## src/rtl/vga_sync_generator.sv

```systemverilog
// vga_sync_generator: parametrised VGA raster timing generator.
// A clock divider produces one pixel advance every DIV clocks; the horizontal
// and vertical counters, sync outputs and video_on are all registered from the
// next-counter values so they move together on the advancing edge.
// Optional feature macro: VGA_FRAME_COUNTER_EN (enables the 8-bit frame_cnt).
module vga_sync_generator #(
  parameter int H_ACTIVE = 640,
  parameter int H_FP     = 16,
  parameter int H_SYNC   = 96,
  parameter int H_BP     = 48,
  parameter int V_ACTIVE = 480,
  parameter int V_FP     = 10,
  parameter int V_SYNC   = 2,
  parameter int V_BP     = 33,
  parameter int H_POL    = 0,
  parameter int V_POL    = 0,
  parameter int DIV      = 2,
  parameter int CNT_W    = 11
) (
  input  logic             clk,
  input  logic             reset,
  output logic [CNT_W-1:0] cntHorizontal,
  output logic [CNT_W-1:0] cntVertical,
  output logic             HSync,
  output logic             VSync,
  output logic             video_on,
  output logic             pixel_tick,
  output logic             frame_start,
  output logic [7:0]       frame_cnt
);

  localparam int H_TOTAL = H_ACTIVE + H_FP + H_SYNC + H_BP;
  localparam int V_TOTAL = V_ACTIVE + V_FP + V_SYNC + V_BP;
  localparam int DIV_W   = (DIV > 1) ? $clog2(DIV) : 1;

  localparam logic [CNT_W-1:0] CNT_ZERO     = CNT_W'(0);
  localparam logic [CNT_W-1:0] CNT_ONE      = CNT_W'(1);
  localparam logic [CNT_W-1:0] H_LAST       = CNT_W'(H_TOTAL - 1);
  localparam logic [CNT_W-1:0] V_LAST       = CNT_W'(V_TOTAL - 1);
  localparam logic [CNT_W-1:0] H_VIS        = CNT_W'(H_ACTIVE);
  localparam logic [CNT_W-1:0] V_VIS        = CNT_W'(V_ACTIVE);
  localparam logic [CNT_W-1:0] H_SYNC_START = CNT_W'(H_ACTIVE + H_FP);
  localparam logic [CNT_W-1:0] H_SYNC_END   = CNT_W'(H_ACTIVE + H_FP + H_SYNC);
  localparam logic [CNT_W-1:0] V_SYNC_START = CNT_W'(V_ACTIVE + V_FP);
  localparam logic [CNT_W-1:0] V_SYNC_END   = CNT_W'(V_ACTIVE + V_FP + V_SYNC);
  localparam logic [DIV_W-1:0] DIV_LAST     = DIV_W'(DIV - 1);
  localparam logic [DIV_W-1:0] DIV_ZERO     = DIV_W'(0);
  localparam logic [DIV_W-1:0] DIV_ONE      = DIV_W'(1);
  localparam logic             H_ACT_LVL    = (H_POL != 0) ? 1'b1 : 1'b0;
  localparam logic             V_ACT_LVL    = (V_POL != 0) ? 1'b1 : 1'b0;

  logic [DIV_W-1:0] divCnt_r;
  logic [DIV_W-1:0] divNext_s;
  logic             advance_s;
  logic [CNT_W-1:0] hCnt_r;
  logic [CNT_W-1:0] vCnt_r;
  logic [CNT_W-1:0] hNext_s;
  logic [CNT_W-1:0] vNext_s;
  logic             hSyncNext_s;
  logic             vSyncNext_s;
  logic             videoOnNext_s;
  logic             frameStartNext_s;
  logic             hSync_r;
  logic             vSync_r;
  logic             videoOn_r;
  logic             pixelTick_r;
  logic             frameStart_r;

  // Pixel divider and raster counter next-state (h wraps into a v increment)
  always_comb begin
    divNext_s = divCnt_r;
    hNext_s   = hCnt_r;
    vNext_s   = vCnt_r;
    advance_s = (divCnt_r == DIV_LAST);
    if (advance_s) begin
      divNext_s = DIV_ZERO;
      if (hCnt_r == H_LAST) begin
        hNext_s = CNT_ZERO;
        if (vCnt_r == V_LAST) begin
          vNext_s = CNT_ZERO;
        end else begin
          vNext_s = vCnt_r + CNT_ONE;
        end
      end else begin
        hNext_s = hCnt_r + CNT_ONE;
        vNext_s = vCnt_r;
      end
    end else begin
      divNext_s = divCnt_r + DIV_ONE;
    end
  end

  // Decode syncs, visible area and frame start from the next counter values
  always_comb begin
    hSyncNext_s      = ~H_ACT_LVL;
    vSyncNext_s      = ~V_ACT_LVL;
    videoOnNext_s    = 1'b0;
    frameStartNext_s = 1'b0;
    if ((hNext_s >= H_SYNC_START) && (hNext_s < H_SYNC_END)) begin
      hSyncNext_s = H_ACT_LVL;
    end else begin
      hSyncNext_s = ~H_ACT_LVL;
    end
    if ((vNext_s >= V_SYNC_START) && (vNext_s < V_SYNC_END)) begin
      vSyncNext_s = V_ACT_LVL;
    end else begin
      vSyncNext_s = ~V_ACT_LVL;
    end
    if ((hNext_s < H_VIS) && (vNext_s < V_VIS)) begin
      videoOnNext_s = 1'b1;
    end else begin
      videoOnNext_s = 1'b0;
    end
    if (advance_s && (hNext_s == CNT_ZERO) && (vNext_s == CNT_ZERO)) begin
      frameStartNext_s = 1'b1;
    end else begin
      frameStartNext_s = 1'b0;
    end
  end

  // Timing state: reset parks the raster on the last position so the first
  // advance lands on (0,0)
  always_ff @(posedge clk or posedge reset) begin
    if (reset) begin
      divCnt_r     <= DIV_ZERO;
      hCnt_r       <= H_LAST;
      vCnt_r       <= V_LAST;
      hSync_r      <= ~H_ACT_LVL;
      vSync_r      <= ~V_ACT_LVL;
      videoOn_r    <= 1'b0;
      pixelTick_r  <= 1'b0;
      frameStart_r <= 1'b0;
    end else begin
      divCnt_r     <= divNext_s;
      hCnt_r       <= hNext_s;
      vCnt_r       <= vNext_s;
      hSync_r      <= hSyncNext_s;
      vSync_r      <= vSyncNext_s;
      videoOn_r    <= videoOnNext_s;
      pixelTick_r  <= advance_s;
      frameStart_r <= frameStartNext_s;
    end
  end

`ifdef VGA_FRAME_COUNTER_EN
  logic [7:0] frameCnt_r;

  // Frame counter steps on the edge that raises frame_start, wrapping at 255
  always_ff @(posedge clk or posedge reset) begin
    if (reset) begin
      frameCnt_r <= 8'd0;
    end else if (frameStartNext_s) begin
      frameCnt_r <= frameCnt_r + 8'd1;
    end else begin
      frameCnt_r <= frameCnt_r;
    end
  end

  assign frame_cnt = frameCnt_r;
`else
  assign frame_cnt = 8'd0;
`endif

  assign cntHorizontal = hCnt_r;
  assign cntVertical   = vCnt_r;
  assign HSync         = hSync_r;
  assign VSync         = vSync_r;
  assign video_on      = videoOn_r;
  assign pixel_tick    = pixelTick_r;
  assign frame_start   = frameStart_r;

endmodule

```

## config.mk

```make
export PLATFORM = sky130hd
export DESIGN_NAME = vga_sync_generator
export DESIGN_NICKNAME = d
export VERILOG_FILES = /design/src/rtl/vga_sync_generator.sv
export SDC_FILE = /design/constraint.sdc
export NUM_CORES = 1
export LEC_CHECK = 0
export ABC_AREA = 1
export CAP_MARGIN = 5
export CORE_MARGIN = 3
export CORE_UTILIZATION = 50
export DETAILED_ROUTE_END_ITERATION = 8
export GPL_ROUTABILITY_DRIVEN = 0
export PLACE_DENSITY = 0.88
export SYNTH_ARGS = -nofsm -noshare
export SYNTH_HDL_FRONTEND = slang
export SYNTH_SLANG_ARGS = --single-unit
```

## constraint.sdc

```tcl
create_clock -name clk -period 4.4 [get_ports clk]
set_clock_uncertainty 0.15 [all_clocks]
set_input_delay 0.66 -clock clk [delete_from_list [all_inputs] [get_ports clk]]
set_output_delay 0.66 -clock clk [all_outputs]
set_load 0.01 [all_outputs]
```

* After elaboration in Yosys (flattened, before gate mapping) *
Index checks and enable logic that the tools add are counted.

cells by class
  $add $sub $neg = 3
  magnitude comparators = 6
  eq/ne operators = 2
  multiplexer cells = 10
  reductions and logical operators = 7

operators by type and width
  cell                                                                  count
  two-way mux 11 bit                                                    5
  adder 11 x 1 -> 11 bit (second input constant)                        2
  equality test 11 x 10 -> 1 bit (second input constant)                2
  zero test 11 bit                                                      2
  less-than comparator 11 x 10 -> 1 bit (second input constant)         2
  less-than comparator 11 x 9 -> 1 bit (second input constant)          2
  greater-or-equal comparator 11 x 10 -> 1 bit (second input constant)  1
  greater-or-equal comparator 11 x 9 -> 1 bit (second input constant)   1
  logical AND 1 bit                                                     5
  two-way mux 1 bit                                                     5
  adder 1 bit (second input constant)                                   1

storage, ports and cells
  bits in registers = 28
  input port bits = 2
  logic and storage cells = 36

* Depth between registers and ports, before layout *
  depth after elaboration = 7
  gate-level depth with buffers = 14

* Least setup slack after synthesis *
OpenSTA, ideal clock, no wires.

  kind = flip-flop to flip-flop
  start point = register hCnt_r[0], in the netlist cntHorizontal[0]
  end point = register videoOn_r, in the netlist video_on
  arrival time = 1687 ps
  slack = 2444 ps
  stages on the path, launching flop included = 13
  buffers on the path = 1
  clock period less this slack = 1956 ps
  cell sequence = dfstp_2 ha_1 nand2_1 nor2_1 nand2_2 nor2_4 buf_6 nand4_1 nand2_1 nand3_1 nand2_1 a21oi_1 and2_1

on the way
  word-level cells in the longest chain between the ends = 6
  elaborated cells on any way between the ends = 10
  classes of those cells = 1 x add/sub; 2 x order compare; 1 x eq/ne; 5 x mux; 1 x reduce/logical

ends and longest elaborated chain
  element                                                                                        line    text
  from (decl)                                                                                    55      logic [CNT_W-1:0] hCnt_r;
  from (signal assigned)                                                                         135     hCnt_r <= hNext_s;
  adder 11 x 1 -> 11 bit or equality test 11 x 10 -> 1 bit (tied branches)                       85, 77
  two-way mux 11 bit                                                                             77      if (hCnt_r == H_LAST) begin
  two-way mux 11 bit                                                                             75      if (advance_s) begin
  less-than comparator 11 x 10 -> 1 bit or less-than comparator 11 x 9 -> 1 bit (tied branches)  109     if ((hNext_s < H_VIS) && (vNext_s < V_VIS)) begin
  logical AND 1 bit *                                                                            109
  two-way mux 1 bit *                                                                            109
  via videoOnNext_s                                                                              61      logic videoOnNext_s;
  to (signal assigned)                                                                           139     videoOn_r <= videoOnNext_s;
  to (decl)                                                                                      65      logic videoOn_r;

The timed path passes the listed nets; every way through them passes the cells marked *.

* Worst setup path after layout *
  start point = register divCnt_r, in the netlist advance_s
  end point = register frameStart_r, in the netlist frame_start

on the way
  word-level cells in the longest chain between the ends = 5
  elaborated cells on any way between the ends = 7
  classes of those cells = 3 x mux; 4 x reduce/logical

ends and longest elaborated chain
  element                 line  text
  from (decl)             52    logic [DIV_W-1:0] divCnt_r;
  from (signal assigned)  134   divCnt_r <= divNext_s;
  two-way mux 11 bit      75
  zero test 11 bit        114   if (advance_s && (hNext_s == CNT_ZERO) && (vNext_s == CNT_ZERO)) begin
  logical AND 1 bit       114
  logical AND 1 bit *     114
  two-way mux 1 bit *     114
  via frameStartNext_s    62    logic frameStartNext_s;
  to (signal assigned)    141   frameStart_r <= frameStartNext_s;
  to (decl)               67    logic frameStart_r;

Marked as above.

==> impl_results.md <==
* Outcome: complete, no violations
* MaxCap Viol Count at 0
* Clock Latency Late Sink at about 0.27 ns
* Antenna Nets Post-Route at 0
* Remaining Overflow, GRT at 0
* Async set-reset flop share out of synthesis at 1.00
* Slew Viols, Final at 0
* Number of flops mapped to enable cells by yosys at 0
* Largest net degree at the start of global routing at 22
* Die area at about 4700 um2
* Nets at about 320
* Tcrit/Tclk final at 0.543
* Post-Synthesis Cells at 281
* Dpl ws at approximately 2.1 ns
* CP Data Arrival Time at between 2 and 2.5 ns
* 1st-pass router iterations at 4
* Worst VDD drop at between 0.1 and 0.15 mV
* Vias in the first global route at 1598
* Final WS setup at around 2.0 ns
* Largest stage delay, worst path at about 0.8 ns
* Reg2Reg Setup Slack at a little over 2 ns
* Synth-to-layout area growth at 16.2%
* Ys flop type: dfrtp_1
* Cell variety after synth at 30
* Hpwl dp at 3.48 mm
* DR vias/cell at a little over 5
* Rows at 22
* Synth top area cells: dfrtp_1 21%, dfstp_2 16%, nand2_1 15%, inv_1 9.6%, nand3_1 6.4%
* GRT Util Overall at 0.211
* Clk buf depth at 2
* Area leader, netlist: dfrtp_1
* Initial antenna violation count at 0
* DR WL/cell at 12.2 um
* Layout cells sized above 1 at 0.110
* CTS tree: yes
* Setup tns final at 0 ns
* Worst-case hold slack at 0.418 ns
* Total core area at around 3700 um2
* CTS sink cnt at 28
* Residual DRC count at 0
* Register area share after synthesis at 0.367
* Power Density at ~180 nW/um2
* Final hold vios at 0
* Leak at roughly 1.2 nW
* Worst-path clk slew at roughly 0.090 ns
* Top cells by instance count after synthesis: 77 x nand2_1, 50 x inv_1, 30 x nor2_1
* Final min period at 2.39 ns
* Final core occ at 0.609
* IO Count at 37
* CTS Buf Count at 3
* Die height at between 60 and 70 um
* Clock H-tree levels at 1
* Vias after detailed routing at about 1.8k
* Post-synth top area share at 0.205
* Hold_buf cts at 0
* Startpoint Class: register
* Slew headroom at 0.550
* Drt total wl at between 4 and 5 mm
* Peak Freq at 419 MHz
* Seq cells post-synth at 28
* IO Port Bufs at 28
* YS warnings at 0
* Total power at between 0.4 and 0.5 mW
* Most used cell along the critical path: nor2_1
* Area of the mapped netlist at 1950 um2
* Die width at between 60 and 70 um
* Avg Cell Area, Syn at ~6.9 um2
* Setup repair after global routing missed its margin: no
* Cells resized by post-CTS repair at 0
* Critical path endpoint category: register
* Worst-Margin Slew at 0.675 ns
* First-pass GRT wire length at between 7 and 8 mm
* Min-Delay Path Class: reg -> reg
* Starting density of the core at 0.525
* Ant. Diodes at 0
* Setup bufs post-CTS at 0
* Most common cell in the netlist: nand2_1
* # setup viols final at 0
* Required @ worst endpoint at 4.46 ns
* Initial DRC count at ~180
* Max FO, Critical Path at 21
* Root Driver: clkbuf_8
* CP cell instances: inv_2 > nor2_4 > inv_1 > o21ai_0 > nand2_1 > nor2_1 > nand3_1 > nor2_1 > nand2_1 > nor2_1
* Slowest-stage cell, CP: dfrtp_1
* Worst Path Class, Setup: reg -> reg
==> where the power goes <==
part	leakage, nW	total [mW]	internal (mW)	switching (mW)
logic	0.855	0.00943	0.00140	0.00803
registers	0.340	0.258	0.258	0
clock network	0.0216	0.135	0.0615	0.0731
==> through the flow <==
step                      cells  cell area, um2
after floorplan             288            1980
after global placement      353            2220
after detailed placement    353            2220
after CTS                   356            2260
after global routing        356            2260
final                       356            2260
==> state kept, by name, indices dropped and copies added (netlist names) <==
signal         flops
frame_start        1
pixel_tick         1
advance_s          1
VSync              1
HSync              1
cntHorizontal     11
cntVertical       11
video_on           1
==> path summary, 6_finish.rpt <==
kind | start | endpoint | depth (start not counted)
max | advance_s$_DFF_PP0_ | frame_start$_DFF_PP0_ | 10
min in group asynchronous | reset | video_on$_DFF_PP0_ | 2
max reg2reg | advance_s$_DFF_PP0_ | frame_start$_DFF_PP0_ | 10
max in group asynchronous | reset | cntHorizontal[0]$_DFF_PP1_ | 3
min | cntVertical[0]$_DFF_PP0_ | cntVertical[0]$_DFF_PP0_ | 2
min reg2reg | cntVertical[0]$_DFF_PP0_ | cntVertical[0]$_DFF_PP0_ | 2
==> critical path, delay by kind of cell, from the launching register on <==
kind / cells / cell delay, ns
DFF: 1 / 0.78
and+or+nand+nor: 7 / 0.77
buffers and inverters: 2 / 0.35
AOI/OAI and AO/OA: 1 / 0.27
==> layer usage <==
metal  global-route usage  up-vias  share of wire
met3               0.0361        7          0.068
met1                0.295      822           0.45
met2                0.331       65           0.46
met4               0.0596        0          0.014
met5                    0        -              0
li1                     -      911              -
==> kinds of logic (layout without fill, tap and decap cells) <==
| group | count (synthesis) | in the layout | synth area share |
|---|---|---|---|
| compound gates | 11 | 11 | 0.0327 |
| xor+xnor | 3 | 3 | 0.0135 |
| fa+ha+maj | 3 | 3 | 0.0193 |
| buf+inv | 65 | 85 | 0.153 |
| flops | 28 | 28 | 0.367 |
| other cells | 1 | 8 | 0.00192 |
| simple gates | 170 | 170 | 0.412 |
==> placed cells by master, fill, tap and decap left out, drive strengths merged, types with 6 or more instances in the layout <==
cell type,count
nor3,9
nand4,14
conb,8
dfstp,12
nand3,27
o21ai,6
dfrtp,16
nor2,39
clkdlybuf4s50,28
nand2,79
inv,53
==> cell type report <==
class                      instances  area, um2
sequential                        28        716
clock buffer                       3       41.3
tap                               48       60.1
multi-input combinational        195        961
inverter                          53        199
fill                             344       1450
timing repair buffer              29        288
Power figures use the tool's default switching activity.
